<file path="config.mk">
export PLATFORM = sky130hd
export DESIGN_NAME = serial_frame_serializer
export DESIGN_NICKNAME = d
export VERILOG_FILES = /design/src/rtl/serial_pkg.sv /design/src/rtl/serial_frame_serializer.sv
export SDC_FILE = /design/constraint.sdc
export NUM_CORES = 1
export LEC_CHECK = 0
export ABC_CLOCK_PERIOD_IN_PS = 2100
export CAP_MARGIN = 20
export CORE_ASPECT_RATIO = 0.75
export CORE_MARGIN = 5
export CORE_UTILIZATION = 37
export CTS_CLUSTER_DIAMETER = 200
export DETAILED_ROUTE_END_ITERATION = 8
export PLACE_DENSITY = 0.67
export SYNTH_ARGS = -nofsm -noshare
export SYNTH_HDL_FRONTEND = slang
export SYNTH_SLANG_ARGS = --single-unit
</file>
<file path="constraint.sdc">
create_clock -name clk -period 2.1 [get_ports clk]
set_clock_uncertainty 0.2 [all_clocks]
set_input_delay 0.42 -clock clk [delete_from_list [all_inputs] [get_ports clk]]
set_output_delay 0.42 -clock clk [all_outputs]
set_load 0.05 [all_outputs]
</file>
<file path="src/rtl/serial_pkg.sv">
// Shared types and helpers for the serial frame serializer.
// Latency: n/a (declarations only).
// Backpressure: n/a.
package serial_pkg;

  // Default parallel word width.
  localparam int SER_WIDTH_DEF = 8;

  typedef enum logic [1:0] {
    IDLE  = 2'd0,
    SHIFT = 2'd1,
    GAP   = 2'd2
  } state_e;

  // Plain 2-bit constants so the FSM register can be a simple logic vector
  // and still decode the unused encoding (2'b11) in a default branch.
  localparam logic [1:0] ST_IDLE  = IDLE;
  localparam logic [1:0] ST_SHIFT = SHIFT;
  localparam logic [1:0] ST_GAP   = GAP;

  // Counter width able to hold 0..n-1, never narrower than one bit.
  function automatic int cnt_width(input int n);
    return (n <= 2) ? 1 : $clog2(n);
  endfunction

endpackage

</file>
<file path="src/rtl/serial_frame_serializer.sv">
// Purpose: parallel-to-serial stage feeding a serial sequence detector; one bit per clock,
//          MSB or LSB first, optional idle gap between words.
// Latency: first bit on dout one cycle after the accepting edge; WIDTH valid cycles per word.
// Backpressure: din_ready high in IDLE, and on the last bit of a word when no gap is configured.
// Ports:
//   clk, rst (async, active-low)
//   din_data/din_valid/din_ready : word input handshake
//   dout/dout_valid              : registered serial bit and its qualifier
//   busy                         : SHIFT or GAP active
//   word_done                    : pulse while the final bit of a word is on dout
module serial_frame_serializer
  import serial_pkg::*;
#(
  parameter int          WIDTH      = SER_WIDTH_DEF,
  parameter bit          MSB_FIRST  = 1'b1,
  parameter int unsigned GAP_CYCLES = 0,
  parameter logic        IDLE_LEVEL = 1'b0
) (
  input  logic             clk,
  input  logic             rst,
  input  logic [WIDTH-1:0] din_data,
  input  logic             din_valid,
  output logic             din_ready,
  output logic             dout,
  output logic             dout_valid,
  output logic             busy,
  output logic             word_done
);

  localparam int BW = cnt_width(WIDTH);
  localparam int GW = cnt_width(int'(GAP_CYCLES) + 1);
  localparam logic [BW-1:0] BIT_LAST = BW'(WIDTH - 1);
  localparam logic [GW-1:0] GAP_LAST = GW'((GAP_CYCLES > 0) ? GAP_CYCLES - 1 : 0);

  logic [1:0]       state_q, state_d;
  logic [WIDTH-1:0] shreg_q, shreg_d;
  logic [BW-1:0]    bit_cnt_q, bit_cnt_d;
  logic [GW-1:0]    gap_cnt_q, gap_cnt_d;
  logic             dout_q, dout_d;
  logic             dout_valid_q, dout_valid_d;
  logic             word_done_q, word_done_d;
  logic             accept;

  // Ready is held low during reset even though the state reads IDLE.
  assign din_ready = rst & ((state_q == ST_IDLE) |
                            ((GAP_CYCLES == 0) && (state_q == ST_SHIFT) &&
                             (bit_cnt_q == BIT_LAST)));
  assign accept    = din_valid & din_ready;

  always_comb begin
    state_d      = state_q;
    shreg_d      = shreg_q;
    bit_cnt_d    = bit_cnt_q;
    gap_cnt_d    = gap_cnt_q;
    dout_d       = IDLE_LEVEL;
    dout_valid_d = 1'b0;
    word_done_d  = 1'b0;

    case (state_q)
      ST_IDLE: begin
        if (accept) begin
          state_d   = ST_SHIFT;
          shreg_d   = din_data;
          bit_cnt_d = '0;
        end
      end
      ST_SHIFT: begin
        if (bit_cnt_q == BIT_LAST) begin
          bit_cnt_d = '0;
          if (GAP_CYCLES > 0) begin
            state_d   = ST_GAP;
            gap_cnt_d = '0;
          end else if (accept) begin
            // Back-to-back reload: the next word's first bit follows with no bubble.
            shreg_d = din_data;
          end else begin
            state_d = ST_IDLE;
          end
        end else begin
          shreg_d   = MSB_FIRST ? {shreg_q[WIDTH-2:0], 1'b0} : {1'b0, shreg_q[WIDTH-1:1]};
          bit_cnt_d = bit_cnt_q + BW'(1);
        end
      end
      ST_GAP: begin
        if (gap_cnt_q == GAP_LAST) begin
          state_d   = ST_IDLE;
          gap_cnt_d = '0;
        end else begin
          gap_cnt_d = gap_cnt_q + GW'(1);
        end
      end
      default: begin
        state_d   = ST_IDLE;
        shreg_d   = '0;
        bit_cnt_d = '0;
        gap_cnt_d = '0;
      end
    endcase

    // Output bit is taken from the next shift-register value so dout is a
    // pure register yet carries the first bit in the cycle after accept.
    if (state_d == ST_SHIFT) begin
      dout_d       = MSB_FIRST ? shreg_d[WIDTH-1] : shreg_d[0];
      dout_valid_d = 1'b1;
      word_done_d  = (bit_cnt_d == BIT_LAST);
    end
  end

  always_ff @(posedge clk or negedge rst) begin
    if (!rst) begin
      state_q      <= ST_IDLE;
      shreg_q      <= '0;
      bit_cnt_q    <= '0;
      gap_cnt_q    <= '0;
      dout_q       <= IDLE_LEVEL;
      dout_valid_q <= 1'b0;
      word_done_q  <= 1'b0;
    end else begin
      state_q      <= state_d;
      shreg_q      <= shreg_d;
      bit_cnt_q    <= bit_cnt_d;
      gap_cnt_q    <= gap_cnt_d;
      dout_q       <= dout_d;
      dout_valid_q <= dout_valid_d;
      word_done_q  <= word_done_d;
    end
  end

  assign dout       = dout_q;
  assign dout_valid = dout_valid_q;
  assign word_done  = word_done_q;
  assign busy       = (state_q == ST_SHIFT) | (state_q == ST_GAP);

endmodule
</file>
==> flow_results.org, run 1 <==
** GRT
- Global-route usage over all layers :: 0.141
- Largest net degree at the start of global routing :: 13
- Global routing finished with a remaining overflow of 0.
- Global-route wire length before repair :: 3.72 mm
- The number of antenna violations at the first check in global routing was 0.
- The number of global-route vias before repair came to 794.

** Timing
- Achievable Freq :: 0.487 GHz
- Final number of setup-violating endpoints :: 0
- Dividing the final minimum period by the clock period gives 0.979.
- For the pin with the worst max-slew slack, the measured transition is 506 ps.
- The final count of pins violating max slew came to 0.
- Headroom to the max-slew limit came out at 0.662.
- Minimum period implied by the final worst setup slack :: 2050 ps
- Endpoints failing hold :: 0
- Smallest hold slack :: 257 ps
- Final worst slack :: 45.0 ps
- Setup repair after global routing could not meet its margin everywhere.

** Critical path
- Counting cells, the worst reg-to-reg path comes to 8.
- Critical Path AT :: 1430 ps
- The most critical setup path has its startpoint at bit_cnt_q[1].
- FF-to-FF End :: dout
- STA classifies the critical path endpoint as an output pin.
- The critical path is of the reg -> out type.
- Timing endpoint of the critical path :: din_ready
- Max FO, Critical Path :: 3
- Reg2reg start :: bit_cnt_q[1]
- STA classifies the critical path startpoint as a flop.
- The setup check on the worst reg-to-reg path leaves a slack of 70 ps.
- STA puts the critical path data required time at 1480 ps.

** Drt
- Wire length reported by the detailed router :: 2.20 mm
- DRC violations left :: 0
- Once detail routing completed, the nets flagged for antenna violations numbered 0.
- Routed wirelength normalized by instance count :: 14.7 um
- Vias per Instance :: 5.09
- The first TritonRoute pass finished after 4 iterations.
- Via Count :: 764
- The detailed router finished its first iteration with 48 violations.

** Power and ir drop
- The worst-case IR drop observed on VDD is 0.000498 V.
- Leakage power :: 0.571 nW
- Tot Pwr :: 1.64 mW
- Cell Pwr Density :: 1300 nW/um^2

** Clocking
- Clock tree root buffer cell :: sky130_fd_sc_hd__clkbuf_4
- At the later pin of the worst-skew pair, clock insertion delay measures 290 ps.
- CTS built an H-tree with a depth of 1.
- After clock tree synthesis, the flow added hold-fix buffers numbering 0.
- Worst-path clk slew :: 90 ps
- Maximum buffer depth of the clock tree :: 2
- The clock drives 16 sinks.
- CTS tree :: done
- TritonCTS Buffers :: 3

** Logic synthesis
- When the netlist entered floorplanning its net count stood at 106.
- After synthesis the cells add up to 925 um^2.
- Total of flip-flops plus latches after synthesis :: 16
- Of all cell types, the one taking the most synthesized area is sky130_fd_sc_hd__dfrtp_1.
- Ranked by total cell area, the synthesized netlist is headed by sky130_fd_sc_hd__dfrtp_1, sky130_fd_sc_hd__ha_1, sky130_fd_sc_hd__mux2i_1, sky130_fd_sc_hd__a22o_1, sky130_fd_sc_hd__o21ai_0.
- Of the synthesized area, sequential elements account for 0.433.
- Count of synthesis-stage warnings from yosys :: 0
- Async set-or-reset flop fraction in the synthesized netlist :: 1.00
- Dominant synthesized flop cell :: sky130_fd_sc_hd__dfrtp_1
- Yosys mapped a number of flops with a built-in enable equal to 0.
- Top cell types by occurrence after synthesis :: sky130_fd_sc_hd__dfrtp_1, sky130_fd_sc_hd__nand2_1, sky130_fd_sc_hd__o21ai_0
- In this run the mean area of a mapped cell was 10.4 um^2.
- sky130_fd_sc_hd__dfrtp_1 is the most common cell in the netlist.
- Synthesis instantiated 30 different standard cells from the library.
- Yosys top cell area share :: 0.433
- In the synthesized netlist, the number of instances is 89.

** Placed design
- Routability cong. :: 0.750
- Setup slack after placement :: -82.7 ps
- Detailed placement finished with a half-perimeter wire length of 1.61 mm.
- IO buf count :: 15

** Outcome
- The run finished with clean final reports.

** Floorplanning
- The core region is 2350 um^2.
- Initial core utilization :: 0.394
- The floorplan has 15 rows.
- The floorplan step set the die height to 53.3 um.
- Die Footprint :: 3610 um^2
- During I/O placement, the number of pins put on the boundary was 16.
- Horizontal die dimension :: 67.7 um

** Finish
- From synthesis to final layout, the design area changed by 36.1%.
- Total inserted antenna cells :: 0
- Fraction of final layout cells with drive strength greater than 1 :: 0.276
- For this run, the post-layout net count is 134.

** Job
- Number of max-cap violations :: 0

** Hold path
- The tightest min-delay check is of the in -> async type.
[layer usage]
metal | GRT usage | vias to the layer above | wire [um]
met5 | 0 | - | 0
met4 | 0.0303 | 0 | 19
met3 | 0.0531 | 4 | 141
met2 | 0.212 | 19 | 979
met1 | 0.191 | 362 | 1060
li1 | - | 379 | -
[per-stage QoR]
stage / cells / util / area (um^2) / TNS, ps
2_1_floorplan: 89 / - / 927 / 0
3_3_place_gp: 143 / 0.496 / 1160 / -106
3_5_place_dp: 143 / 0.496 / 1160 / -204
4_1_cts: 150 / 0.532 / 1250 / 0
5_1_grt: 150 / 0.537 / 1260 / -8.87
6_report: 150 / 0.537 / 1260 / 0
[registers in the layout, summed over array words and instances, names as in the netlist]
signal and flops:
state_q 2, shreg_q 8, word_done 1, dout 1, dout_valid 1, bit_cnt_q 3
[cell usage in the layout (no fill, tap or decap), drive strengths merged]
master	n
a211oi	3
a21o	1
a21oi	5
a221oi	1
a22o	6
a22oi	1
a311oi	1
a31oi	1
and2	1
and2b	1
and3	1
and4b	1
buf	17
clkbuf	4
clkdlybuf4s50	10
dfrtp	16
dlymetal6s2s	1
ha	6
inv	4
mux2i	6
nand2	9
nand3b	1
nor2	4
nor2b	2
nor3b	1
o2111ai	1
o211ai	1
o21ai	9
o31ai	1
[worst max-delay path: stages, from the launching register on]
cell,delay [ps]
sky130_fd_sc_hd__dfrtp_1,390
sky130_fd_sc_hd__ha_2,200
sky130_fd_sc_hd__ha_4,170
sky130_fd_sc_hd__a21oi_4,170
sky130_fd_sc_hd__nor2b_4,60
sky130_fd_sc_hd__buf_12,140
[cell families after synthesis]
logic type / Yosys count / synth area share
compound gates: 31 / 0.235
fa+ha+maj: 6 / 0.0812
simple gates: 21 / 0.119
mux: 6 / 0.0650
buf+inv: 9 / 0.0663
flops: 16 / 0.433
[area by class of cell]
cell class | instances | area (um^2)
sequential | 16 | 402
timing repair buffer | 28 | 265
fill | 215 | 1090
multi-input combinational | 64 | 498
tap | 34 | 42.5
clock buffer | 4 | 36.3
inverter | 4 | 15.0
[where the power goes]
group | switching, mW | leakage, nW | internal (mW)
clock | 0.100 | 0.0210 | 0.106
combinational | 0.455 | 0.346 | 0.459
sequential | 0.0912 | 0.204 | 0.431
[timing repair]
| item | in CTS | in global routing |
|---|---|---|
| buffers inserted | 3 | 0 |
| pin swaps | 1 | 2 |
| gates resized for setup | 7 | 3 |
| setup endpoints to repair | 1 | 2 |
[worst min-delay path by stage]
stage                               to  startpoint  slack, ps  cells past startpoint
after floorplan           bit_cnt_q[0]         rst        -80                      0
after global placement      shreg_q[0]  shreg_q[0]        320                      2
after detailed placement    shreg_q[0]  shreg_q[0]        310                      2
after CTS                         dout         rst        250                      2
after global routing              dout         rst        250                      2
final                             dout         rst        260                      2
No activity file was read; power rests on OpenSTA's default activity.
==> inputs of run 2 (changes only) <==
--- a/config.mk
+++ b/config.mk
@@ -5,7 +5,7 @@
 export SDC_FILE = /design/constraint.sdc
 export NUM_CORES = 1
 export LEC_CHECK = 0
-export ABC_CLOCK_PERIOD_IN_PS = 2100
+export ABC_CLOCK_PERIOD_IN_PS = 2400
 export CAP_MARGIN = 20
 export CORE_ASPECT_RATIO = 0.75
 export CORE_MARGIN = 5
@@ -13,6 +13,7 @@
 export CTS_CLUSTER_DIAMETER = 200
 export DETAILED_ROUTE_END_ITERATION = 8
 export PLACE_DENSITY = 0.67
+export SLEW_MARGIN = 20
 export SYNTH_ARGS = -nofsm -noshare
 export SYNTH_HDL_FRONTEND = slang
 export SYNTH_SLANG_ARGS = --single-unit
==> constraint.sdc (replaced) <==
create_clock -name clk -period 2.4 [get_ports clk]
set_clock_uncertainty 0.2 [all_clocks]
set_input_delay 0.48 -clock clk [delete_from_list [all_inputs] [get_ports clk]]
set_output_delay 0.48 -clock clk [all_outputs]
set_load 0.05 [all_outputs]
==> run 2 against run 1 <==
  * First-iteration DRC count fell by 19%
  * Register-to-register slack improved by 250 ps
  * Combinational power fell by 31%
  * Non-clock buffer count fell by 9
  * Critical path type unchanged
==> flow_results.org, run 2 (synthesized netlist as in run 1, its figures left out) <==
** Finish
- Final cell count without fillers :: 141
- Of the cells placed in the final design, the portion with a size suffix greater than 1 is 0.159.
- shreg_q holds more flip-flops than any other register.
- The register with the most flip-flops in the layout has 8 of them.
- Registers with the most flip-flops :: shreg_q x8, bit_cnt_q x3, state_q x2
- For this run, the post-layout net count is 125.
- Leaving out fill and tap cells, the most frequent cell in the layout is sky130_fd_sc_hd__dfrtp_1.
- The number of antenna diodes in the final layout is 0.
- The area growth from synthesis to layout is 26.0%.
- Most frequent cells in the layout :: sky130_fd_sc_hd__dfrtp_1, sky130_fd_sc_hd__clkdlybuf4s50_1, sky130_fd_sc_hd__nand2_1, sky130_fd_sc_hd__o21ai_0

** Floorplanning
- Initial core utilization :: 0.394
- For this design the top-level I/O count stands at 16.
- Core Footprint :: 2350 um^2
- Rows :: 15
- Die Footprint :: 3610 um^2
- Horizontal die dimension :: 67.7 um
- The die is 53.3 um tall.

** Placed design
- Number of placed instances, taps included :: 137
- DPL Wire Length :: 1.55 mm
- The congestion estimate from routability-driven global placement came to 0.816.
- During placement, the flow inserted port buffers numbering 15.

** Clocking
- The clock net in this run drives a total of 16 sinks.
- TritonCTS Buffers :: 3
- Worst-path clk slew :: 90 ps
- Post-CTS Hold Buffers :: 0
- CTS tree :: done
- CTS built an H-tree with a depth of 1.
- Clock latency on the worst-skew pair :: 280 ps
- Setup fix buffers added after clock tree synthesis :: 0
- The tree is rooted in a sky130_fd_sc_hd__clkbuf_4.
- The clock passes through at most 2 buffers.

** Timing
- Post-route fraction of the period consumed by the critical path :: 0.944
- Timing would allow up to 0.441 GHz.
- Endpoints failing hold :: 0
- Pins Over Slew Limit :: 0
- Sum of negative setup slack :: 0 ps
- Setup violations remaining at the end of the flow were counted as 0.
- The clock period could shrink to 2270 ps.
- For the pin with the worst max-slew slack, the measured transition is 499 ps.
- RSZ-0062 raised after global routing :: no
- Max-slew headroom at the worst pin :: 0.667

** Critical path
- Sort of element at the start of the critical path :: flop
- FF-to-FF End :: word_done
- Critical Path AT :: 1590 ps
- At the worst endpoint, the required time is 1720 ps.
- Along the worst path, the maximum fanout reaches 9.
- Crit path largest cell delay :: 410 ps
- The number of cells on the worst reg-to-reg path is 6.
- The startpoint identified for the worst register-to-register timing path is bit_cnt_q[0].
- The critical path is of the reg -> out type.
- Ordered cell list for the critical path :: inv_1 > ha_2 > a21oi_2 > nor2b_2 > buf_12
- Cell with the biggest individual delay on the critical path :: sky130_fd_sc_hd__dfrtp_1
- Across all register-to-register paths, the minimum setup slack is 320 ps.
- Critical path capture point type :: output pin
- Worst setup path start :: state_q[1]

** Job
- Number of max-cap violations :: 0

** Hold path
- The worst hold path belongs to the class reg -> reg.
- For hold timing, the worst endpoint is shreg_q[0].
- The startpoint identified for the worst hold timing path is shreg_q[0].
- Cell depth of the worst hold path :: 2

** Drt
- The final route contains 728 vias.
- Number of routed nets with antenna violations :: 0
- Vias per Instance :: 5.16
- Dividing the detail-routed wire length by the instance count gives 14.7 um.
- Wire length reported by the detailed router :: 2.07 mm
- Initial DRC count :: 39
- Router iterations before antenna repair :: 4
- DRC violations left :: 0

** GRT
- The first global-routing pass estimated 3.42 mm of wire.
- Largest net degree at the start of global routing :: 12
- Via count of the first global-routing pass :: 717
- In the global route stage, overall resource usage came out at 0.131.
- Summed over all layers, the global routing overflow is 0.
- The number of antenna violations at the first check in global routing came to 0.

** Power and ir drop
- Maximum ir drop on the vdd rail :: 0.000386 V
- For this design the ratio of total power to cell area is 1090 nW/um^2.
- The analysis attributes to cell leakage a power of 0.507 nW.

** Outcome
- The run finished with clean final reports.
-- run 2: cell type report --
class | count | area, um^2
clock buffers | 4 | 36.3
multi-input cells | 64 | 470
flip-flops and latches | 16 | 400
well taps | 34 | 42.5
fillers | 228 | 1180
inverters | 4 | 15.0
repair buffers | 19 | 200
-- run 2: how the worst max path moves through the flow --
stage                            end  slack, ps  cells after the start
after global placement     din_ready        210                      3
after global routing       din_ready         20                      5
after detailed placement  shreg_q[5]        210                      6
after floorplan            din_ready        140                      5
after CTS                  din_ready         50                      5
final                      din_ready        130                      5
-- run 2: layer usage --
layer	track usage	wire length, um
met1	0.183	1040
met2	0.181	892
met3	0.0658	128
met4	0.0202	9
met5	0	0
-- run 2: timing repair --
action / 4_1_cts / 5_1_grt
endpoints found under the hold margin: 0 / 0
endpoints found under the setup margin: 1 / 1
gates resized for setup: 1 / 2
-- run 2: metrics by stage --
stage | setup WS (ps) | total power, mW | instance area [um^2] | utilization | hold slack [ps]
after floorplan | 140 | 0.922 | 925 | - | -15.6
after global placement | 207 | 1.07 | 1120 | 0.478 | 304
after detailed placement | 213 | 1.09 | 1120 | 0.478 | 300
after CTS | 48.9 | 1.27 | 1160 | 0.494 | 322
after global routing | 19.6 | 1.36 | 1160 | 0.497 | 333
final | 134 | 1.27 | 1160 | 0.497 | 321
-- run 2: critical path: cells and delay by family, from the launching register on --
family	cells	cell delay, ps
flops	1	410
buf+inv	2	310
fa+ha+maj	1	300
simple gates	1	190
compound gates	1	90
-- run 2: where the power goes --
part | internal, mW | switching [mW] | total [mW]
combinational | 0.278 | 0.357 | 0.635
sequential | 0.375 | 0.0809 | 0.456
clock | 0.0923 | 0.0836 | 0.176
